<file path="config.mk">
export PLATFORM = sky130hd
export DESIGN_NAME = dff_bist
export DESIGN_NICKNAME = d
export VERILOG_FILES = /design/src/rtl/dff_bist.sv
export SDC_FILE = /design/constraint.sdc
export NUM_CORES = 1
export LEC_CHECK = 0
export CAP_MARGIN = 30
export CORE_MARGIN = 1
export CORE_UTILIZATION = 51
export DETAILED_ROUTE_END_ITERATION = 12
export GPL_TIMING_DRIVEN = 0
export PLACE_DENSITY = 0.75
export SETUP_SLACK_MARGIN = 0.02
export SYNTH_ARGS = -nofsm -noshare
export SYNTH_HDL_FRONTEND = slang
export SYNTH_SLANG_ARGS = --single-unit
</file>
<file path="constraint.sdc">
create_clock -name clk -period 1.9 [get_ports clk]
set_clock_uncertainty 0.15 [all_clocks]
set_input_delay 0.38 -clock clk [delete_from_list [all_inputs] [get_ports clk]]
set_output_delay 0.38 -clock clk [all_outputs]
set_load 0.03 [all_outputs]
</file>
<file path="src/rtl/dff_bist.sv">
// BIST driver/monitor for one D flip-flop cell: LFSR drive, one-cycle-delayed golden compare.
// Optional DFF_BIST_INJECT_EN adds an `inject` input that inverts the golden bit for self-test.
`timescale 1ns/1ps
module dff_bist #(
  parameter logic [7:0] SEED     = 8'h01,
  parameter int         NUM_BITS = 32,
  parameter int         ERR_W    = 8
) (
  input  logic             clk,
  input  logic             rst_n,
  input  logic             start,
`ifdef DFF_BIST_INJECT_EN
  input  logic             inject,
`endif
  output logic             dut_d,
  input  logic             dut_q,
  output logic             busy,
  output logic             done,
  output logic             pass,
  output logic [ERR_W-1:0] err_count,
  output logic [15:0]      first_err_idx
);

  typedef enum logic [1:0] {IDLE, RUN, DRAIN, DONE} state_t;

  state_t             state_q, state_d;
  logic [7:0]         lfsr_q, lfsr_d;
  logic [15:0]        idx_q, idx_d;
  logic               drn_q, drn_d;
  logic               dut_d_q, drive_d;
  logic               exp_q, exp_d;
  logic [2:1]         vld_pipe_q;
  logic               run_bit;
  logic [15:0]        kp1_q, kp2_q;
  logic [ERR_W-1:0]   err_q, err_d;
  logic [15:0]        ferr_q, ferr_d;
  logic               busy_q, busy_d;
  logic               done_q, done_d;
  logic               pass_q, pass_d;
`ifdef DFF_BIST_INJECT_EN
  logic               inv_q, inv_d;
`endif

  always_comb begin
    state_d = state_q;
    lfsr_d  = lfsr_q;
    idx_d   = idx_q;
    drn_d   = drn_q;
    drive_d = 1'b0;
    run_bit = 1'b0;
    busy_d  = busy_q;
    done_d  = 1'b0;
    pass_d  = pass_q;
    err_d   = err_q;
    ferr_d  = ferr_q;
`ifdef DFF_BIST_INJECT_EN
    inv_d   = 1'b0;
    exp_d   = dut_d_q ^ inv_q;
`else
    exp_d   = dut_d_q;
`endif

    // Bit k is compared two edges after it was driven, against the registered drive.
    if (vld_pipe_q[2] && (dut_q != exp_q)) begin
      if (err_q != {ERR_W{1'b1}}) err_d = err_q + 1'b1;
      if (ferr_q == 16'hFFFF)     ferr_d = kp2_q;
    end

    case (state_q)
      IDLE: begin
        // done_q gates start so a new test begins no earlier than the cycle after done.
        if (start && !done_q) begin
          state_d = RUN;
          lfsr_d  = SEED;
          idx_d   = 16'd0;
          busy_d  = 1'b1;
          pass_d  = 1'b0;
          err_d   = '0;
          ferr_d  = 16'hFFFF;
        end
      end
      RUN: begin
        drive_d = lfsr_q[0];
        run_bit = 1'b1;
`ifdef DFF_BIST_INJECT_EN
        inv_d   = inject;
`endif
        lfsr_d  = {lfsr_q[6:0], lfsr_q[7] ^ lfsr_q[5] ^ lfsr_q[4] ^ lfsr_q[3]};
        idx_d   = idx_q + 16'd1;
        if (idx_q == 16'(NUM_BITS - 1)) begin
          state_d = DRAIN;
          drn_d   = 1'b0;
        end
      end
      DRAIN: begin
        drn_d = ~drn_q;
        if (drn_q) state_d = DONE;
      end
      DONE: begin
        state_d = IDLE;
        done_d  = 1'b1;
        busy_d  = 1'b0;
        pass_d  = (err_q == '0);
      end
      default: state_d = IDLE;
    endcase
  end

  always_ff @(posedge clk or negedge rst_n) begin
    if (!rst_n) begin
      state_q    <= IDLE;
      lfsr_q     <= SEED;
      idx_q      <= 16'd0;
      drn_q      <= 1'b0;
      dut_d_q    <= 1'b0;
      exp_q      <= 1'b0;
      vld_pipe_q <= '0;
      kp1_q      <= 16'd0;
      kp2_q      <= 16'd0;
      err_q      <= '0;
      ferr_q     <= 16'hFFFF;
      busy_q     <= 1'b0;
      done_q     <= 1'b0;
      pass_q     <= 1'b0;
`ifdef DFF_BIST_INJECT_EN
      inv_q      <= 1'b0;
`endif
    end else begin
      state_q    <= state_d;
      lfsr_q     <= lfsr_d;
      idx_q      <= idx_d;
      drn_q      <= drn_d;
      dut_d_q    <= drive_d;
      exp_q      <= exp_d;
      vld_pipe_q <= {vld_pipe_q[1], run_bit};
      kp1_q      <= idx_q;
      kp2_q      <= kp1_q;
      err_q      <= err_d;
      ferr_q     <= ferr_d;
      busy_q     <= busy_d;
      done_q     <= done_d;
      pass_q     <= pass_d;
`ifdef DFF_BIST_INJECT_EN
      inv_q      <= inv_d;
`endif
    end
  end

  assign dut_d         = dut_d_q;
  assign busy          = busy_q;
  assign done          = done_q;
  assign pass          = pass_q;
  assign err_count     = err_q;
  assign first_err_idx = ferr_q;

endmodule

</file>
Word level (Yosys, flattened, before mapping):

Index checks and enable logic that the tools add are counted.

* flip-flop bits (word level): 90
* input bits: 4
* output and inout port bits: 28
* logic and storage cells: 67

* $add $sub $neg: 2
* eq/ne operators: 10
* muxes and demuxes: 25
* bitwise logic cells: 4
* reductions and logical operators: 12

Operator list (number)
* $mux W16: 5
* $mux W8: 5
* $pmux W16 S2: 1
* $add A16 B1 Y16 const B: 1
* $eq A16 B16 Y1 const B: 1
* $eq A16 B5 Y1 const B: 1
* $pmux W8 S2: 1
* $add A8 B1 Y8 const B: 1
* $logic_not A8 Y1: 1
* $ne A8 B8 Y1 const B: 1
* $pmux W2 S4: 1
* $mux W1: 6
* $mux W2: 3
* $ne A2 B2 Y1 const B: 3
* $pmux W1 S2: 3
* $reduce_and A2 Y1: 3
* $reduce_bool A2 Y1: 3
* $eq A2 B2 Y1 const B: 2
* $reduce_and A3 Y1: 1
* $xor A1 B1 Y1: 3
* $eq A2 B1 Y1 const B: 1
* $logic_and A1 B1 Y1: 2
* $logic_not A2 Y1: 1
* $logic_not A1 Y1: 1
* 2 further kinds: 2

Longest topological paths before layout:

* depth in word-level cells: 5
* depth in mapped cells: 7
* gate-level depth less buffers: 6

Worst setup path before layout:

Ideal clock, no wire load.

* path kind: flip-flop to flip-flop
* from: reg ferr_q[11], in the netlist first_err_idx[11]
* to: reg ferr_q[10], in the netlist first_err_idx[10]
* library setup time: 0.090 ns
* arrival time: 1.764 ns
* data required time: 1.660 ns
* setup slack: -0.105 ns
* cell stages (with the launch flop): 7
* buffers on the path: 2
* period minus slack after synthesis: 2.005 ns
* cell sequence: dfstp_2 -> nand4_1 -> or4_1 -> buf_6 -> buf_8 -> o31ai_1 -> nand2_1

* word-level cells in the longest chain between the ends: 5

RTL lines
* start, declared: RTL line 36 `logic [15:0] ferr_q, ferr_d;`
* start signal, assigned: RTL line 139 `ferr_q <= ferr_d;`
* $eq A16 B16 Y1 *: RTL line 66 `if (ferr_q == 16'hFFFF) ferr_d = kp2_q;`
* $mux W16 *: RTL line 66
* $mux W16 *: RTL line 64 `if (vld_pipe_q[2] && (dut_q != exp_q)) begin`
* $mux W16: RTL line 72 `if (start && !done_q) begin`
* $mux W16 *: RTL line 69 `case (state_q)`
* net ferr_d[10]: RTL line 36

Mark *: on every way through the listed nets, which the timed path passes. The rest lies on a longest branch.
A chain may end at the register's enable or synchronous reset.

Final worst setup path:

* from: reg idx_q[1]
* to: reg state_q[1]

* word-level cells in the longest chain between the ends: 3

RTL lines
* start, declared: RTL line 28 `logic [15:0] idx_q, idx_d;`
* start signal, assigned: RTL line 131 `idx_q <= idx_d;`
* $eq A16 B5 Y1: RTL line 90 `if (idx_q == 16'(NUM_BITS - 1)) begin`
* $ne A2 B2 Y1 (no line)
* $reduce_and A3 Y1 (no line)
* end signal, assigned: RTL line 129 `state_q <= state_d;`
* end, declared: RTL line 26 `state_t state_q, state_d;`

Every way passes these cells.

==> summary.md <==
| Metric | Value |
|---|---|
| Routed WL | around 8.1 mm |
| Slowest stage cell on the critical path | dfrtp_1 |
| Gr ovfl total | 0 |
| CP cell instances | ha_2, and4_4, nand4_1, a222oi_1, buf_4, mux2_4 |
| DP Area | 4060 µm² |
| DP HPWL | roughly 4.3 mm |
| Largest net degree at the start of global routing | between 60 and 70 |
| Area leader, netlist | dfrtp_1 |
| Drt initial violations | ~170 |
| Routability cong. | 0.830 |
| Final instance area | roughly 4900 µm² |
| VDD IR-drop max | ~360 µV |
| Fill cells | approximately 430 |
| Syn Nets | 298 |
| Synth top area cells | dfrtp_1 51%, dfstp_2 12%, ha_1 2.8% |
| Clock root buffer | clkbuf_8 |
| # rows | 30 |
| Worst slack at placement | -0.655 ns |
| Reg2Reg Capture Point | state_q[1] |
| Post-Syn Area | between 3000 and 4000 µm² |
| Clock Tree Buf Depth | 2 |
| Buffers on Ports | 31 |
| Endpoints failing setup | 24 |
| Reg2reg path depth | 6 |
| Vias in the first global route | 2549 |
| Antenna-violating nets left | 0 |
| Max Freq | roughly 480 MHz |
| Relative slew margins | 0.702 |
| Period minus WS final | 2.08 ns |
| Die area | between 7000 and 8000 µm² |
| Outcome | complete, but fails checks |
| Area growth syn-to-layout | 36.5% |
| Netlist cell types | 48 |
| DRC errors left | 0 |
| Die span in x | 86.0 µm |
| Initial Utilization | 0.529 |
| Slew Limit Fails | 0 |
| Ys async rst share | 1.00 |
| Cell Pwr Density | 791 nW/µm² |
| Cells after Synth | about 290 |
| CTS HTree Levels | 3 |
| Final worst-path cycle share | 1.10 |
| Startpoint Class | flop |
| Worst-Margin Slew | 0.448 ns |
| First-pass DRT Iterations | 5 |
| Synth Warn # | 0 |
| Number of synthesized flops with an enable pin | 0 |
| DR WL/cell | between 15 and 20 µm |
| Clock Pin Slew Worst Setup and Hold Paths | 0.10 ns |
| WP data arrival | 2.19 ns |
| Top-count cell post-synth | dfrtp_1 |
| Worst Setup SP | idx_q[1] |
| Die Ht | about 86 µm |
| Vias | between 2000 and 3000 |
| Total CTS buffers | 9 |
| Worst r2r src | idx_q[1] |
| Clk sink count | 90 |
| Tightest Hold Check Type | flop to flop |
| CP max stage delay | approximately 0.37 ns |
| Antenna Cells | 0 |
| Vias per inst | approximately 5.8 |
| GRT Total Usage | 0.217 |
| Worst Path Max Fanout | 3 |
| Nets@finish | ~380 |
| Crit path to | state_q[1] |
| Number of synthesized register bits | 90 |
| Ports | 32 |
| Initial antenna violation count | 0 |
| Critical path class | flop to flop |
| Unrepaired setup endpoints after global routing | true |
| Worst hold slack | around 0.20 ns |
| Final design utilization | 0.722 |
| Main flop type after synthesis | dfrtp_1 |
| CP required | around 2 ns |
| Synth cell count leaders | 73 x dfrtp_1, 22 x nand2_1, 17 x dfstp_2, 15 x nor2_1 |
| Core Area | 6790 µm² |
| Setup WS post-layout | -0.181 ns |
| First-pass GRT wire length | between 10 and 15 mm |
| Worst skew pair latency | 0.36 ns |
| Cell leakage power | between 2 and 2.5 nW |
| Design Power | between 3 and 4 mW |
| Critical Path End Type | flop |
| Layout cells sized above 1 | 0.388 |
| Final Hold Vio Count | 0 |
| TritonCTS clock tree | done |
| Avg Synthesized Cell Area | 12.6 µm² |
| Top-area cell type share of the netlist area | 0.508 |
| Worst R2R Setup Slack | -0.18 ns |
| Maxcap violations | 0 |
| Failing checks | negative setup slack |
| Seq/Total Area, Yosys | 0.632 |
## worst min path at each step
stage / slack, ns / endpoint / cells past startpoint / startpoint
2_1_floorplan: -0.07 / busy / 0 / rst_n
3_3_place_gp: 0.18 / vld_pipe_q[2] / 0 / vld_pipe_q[1]
3_5_place_dp: 0.18 / err_count[3] / 1 / rst_n
4_1_cts: 0.21 / kp2_q[11] / 0 / kp1_q[11]
5_1_grt: 0.20 / kp2_q[11] / 0 / kp1_q[11]
6_report: 0.20 / kp2_q[11] / 0 / kp1_q[11]
## metrics by stage
stage,std cells,setup TNS [ns]
5_1_grt,470,-2.94
4_1_cts,457,-0.601
3_3_place_gp,413,-245.15
2_1_floorplan,286,-0.940
3_5_place_dp,414,-16.38
6_report,470,-1.06
## layout by cell type, fill, tap and decap left out, types with 4 or more instances in the layout
master and n:
a21oi_1 6, a21oi_2 6, a22o_1 8, and4_1 4
buf_4 35, buf_6 8, clkbuf_2 7, clkbuf_8 9
clkdlybuf4s15_1 4, dfrtp_1 70, dfstp_2 17, dlygate4sd2_1 13
ha_1 5, inv_1 6, inv_8 5, nand2_1 21
nand3_1 7, nand4_1 9, nor2_1 13, nor3_1 5
o21ai_0 9, o31ai_4 14, or3_1 4, xnor2_1 5
xor2_1 6
## registers in the layout, indices dropped and copies added, names as in the netlist
| name | cells |
|---|---|
| vld_pipe_q | 2 |
| dut_d | 1 |
| exp_q | 1 |
| drn_q | 1 |
| done | 1 |
| state_q | 2 |
| err_count | 8 |
| first_err_idx | 16 |
| lfsr_q | 8 |
| kp2_q | 16 |
| pass | 1 |
| kp1_q | 16 |
| idx_q | 16 |
| busy | 1 |
## critical path: cells and delay by family, from the launching register on
kind	cells	cell delay, ns
and+or+nand+nor	2	0.45
DFF	1	0.37
AOI/OAI and AO/OA	1	0.34
muxes	1	0.29
adders and majority gates	1	0.20
buffers and inverters	1	0.19
## kinds of logic (layout without fill, tap and decap cells)
group | count (synthesis) | in the layout | share of synthesized area
flip-flops | 90 | 90 | 0.632
buffers and inverters | 17 | 104 | 0.0254
multiplexers | 4 | 4 | 0.0118
adder cells (fa/ha/maj) | 8 | 8 | 0.0278
AO/OA/AOI/OAI | 64 | 64 | 0.133
XOR/XNOR | 13 | 13 | 0.0338
AND/OR/NAND/NOR | 90 | 91 | 0.135
## where the power goes
| group | internal, mW | switching (mW) | leakage (nW) |
|---|---|---|---|
| clock | 0.531 | 0.783 | 0.104 |
| sequential | 1.98 | 0.111 | 1.08 |
| combinational | 0.172 | 0.303 | 1.02 |
## area by class of cell
class | count | area [µm²] | area share
Sequential cell | 90 | 2280 | 0.464
Multi-Input combinational cell | 180 | 1590 | 0.323
Timing Repair Buffer | 73 | 632 | 0.129
Clock buffer | 9 | 124 | 0.0252
Tap cell | 96 | 120 | 0.0245
Clock inverter | 7 | 73.8 | 0.0150
Buffer | 7 | 65.1 | 0.0133
Inverter | 8 | 30.0 | 0.00612
## per-layer routing
layer | vias up | routed length (µm) | GRT usage
li1 | 1220 | - | -
met1 | 1393 | 3330 | 0.279
met2 | 85 | 4280 | 0.367
met3 | 16 | 300 | 0.0462
met4 | 0 | 178 | 0.0682
met5 | - | 0 | 0
## what timing repair did
item | CTS | global route
buffers inserted | 25 | 14
gates resized for setup | 73 | 71
setup endpoints to repair | 79 | 53
endpoints found under the hold margin | 26 | 0
pin swaps | 11 | 17
cloned | 1 | 1
hold buffers | 1 | 0
Note: power is estimated with default switching activity, not from simulation.
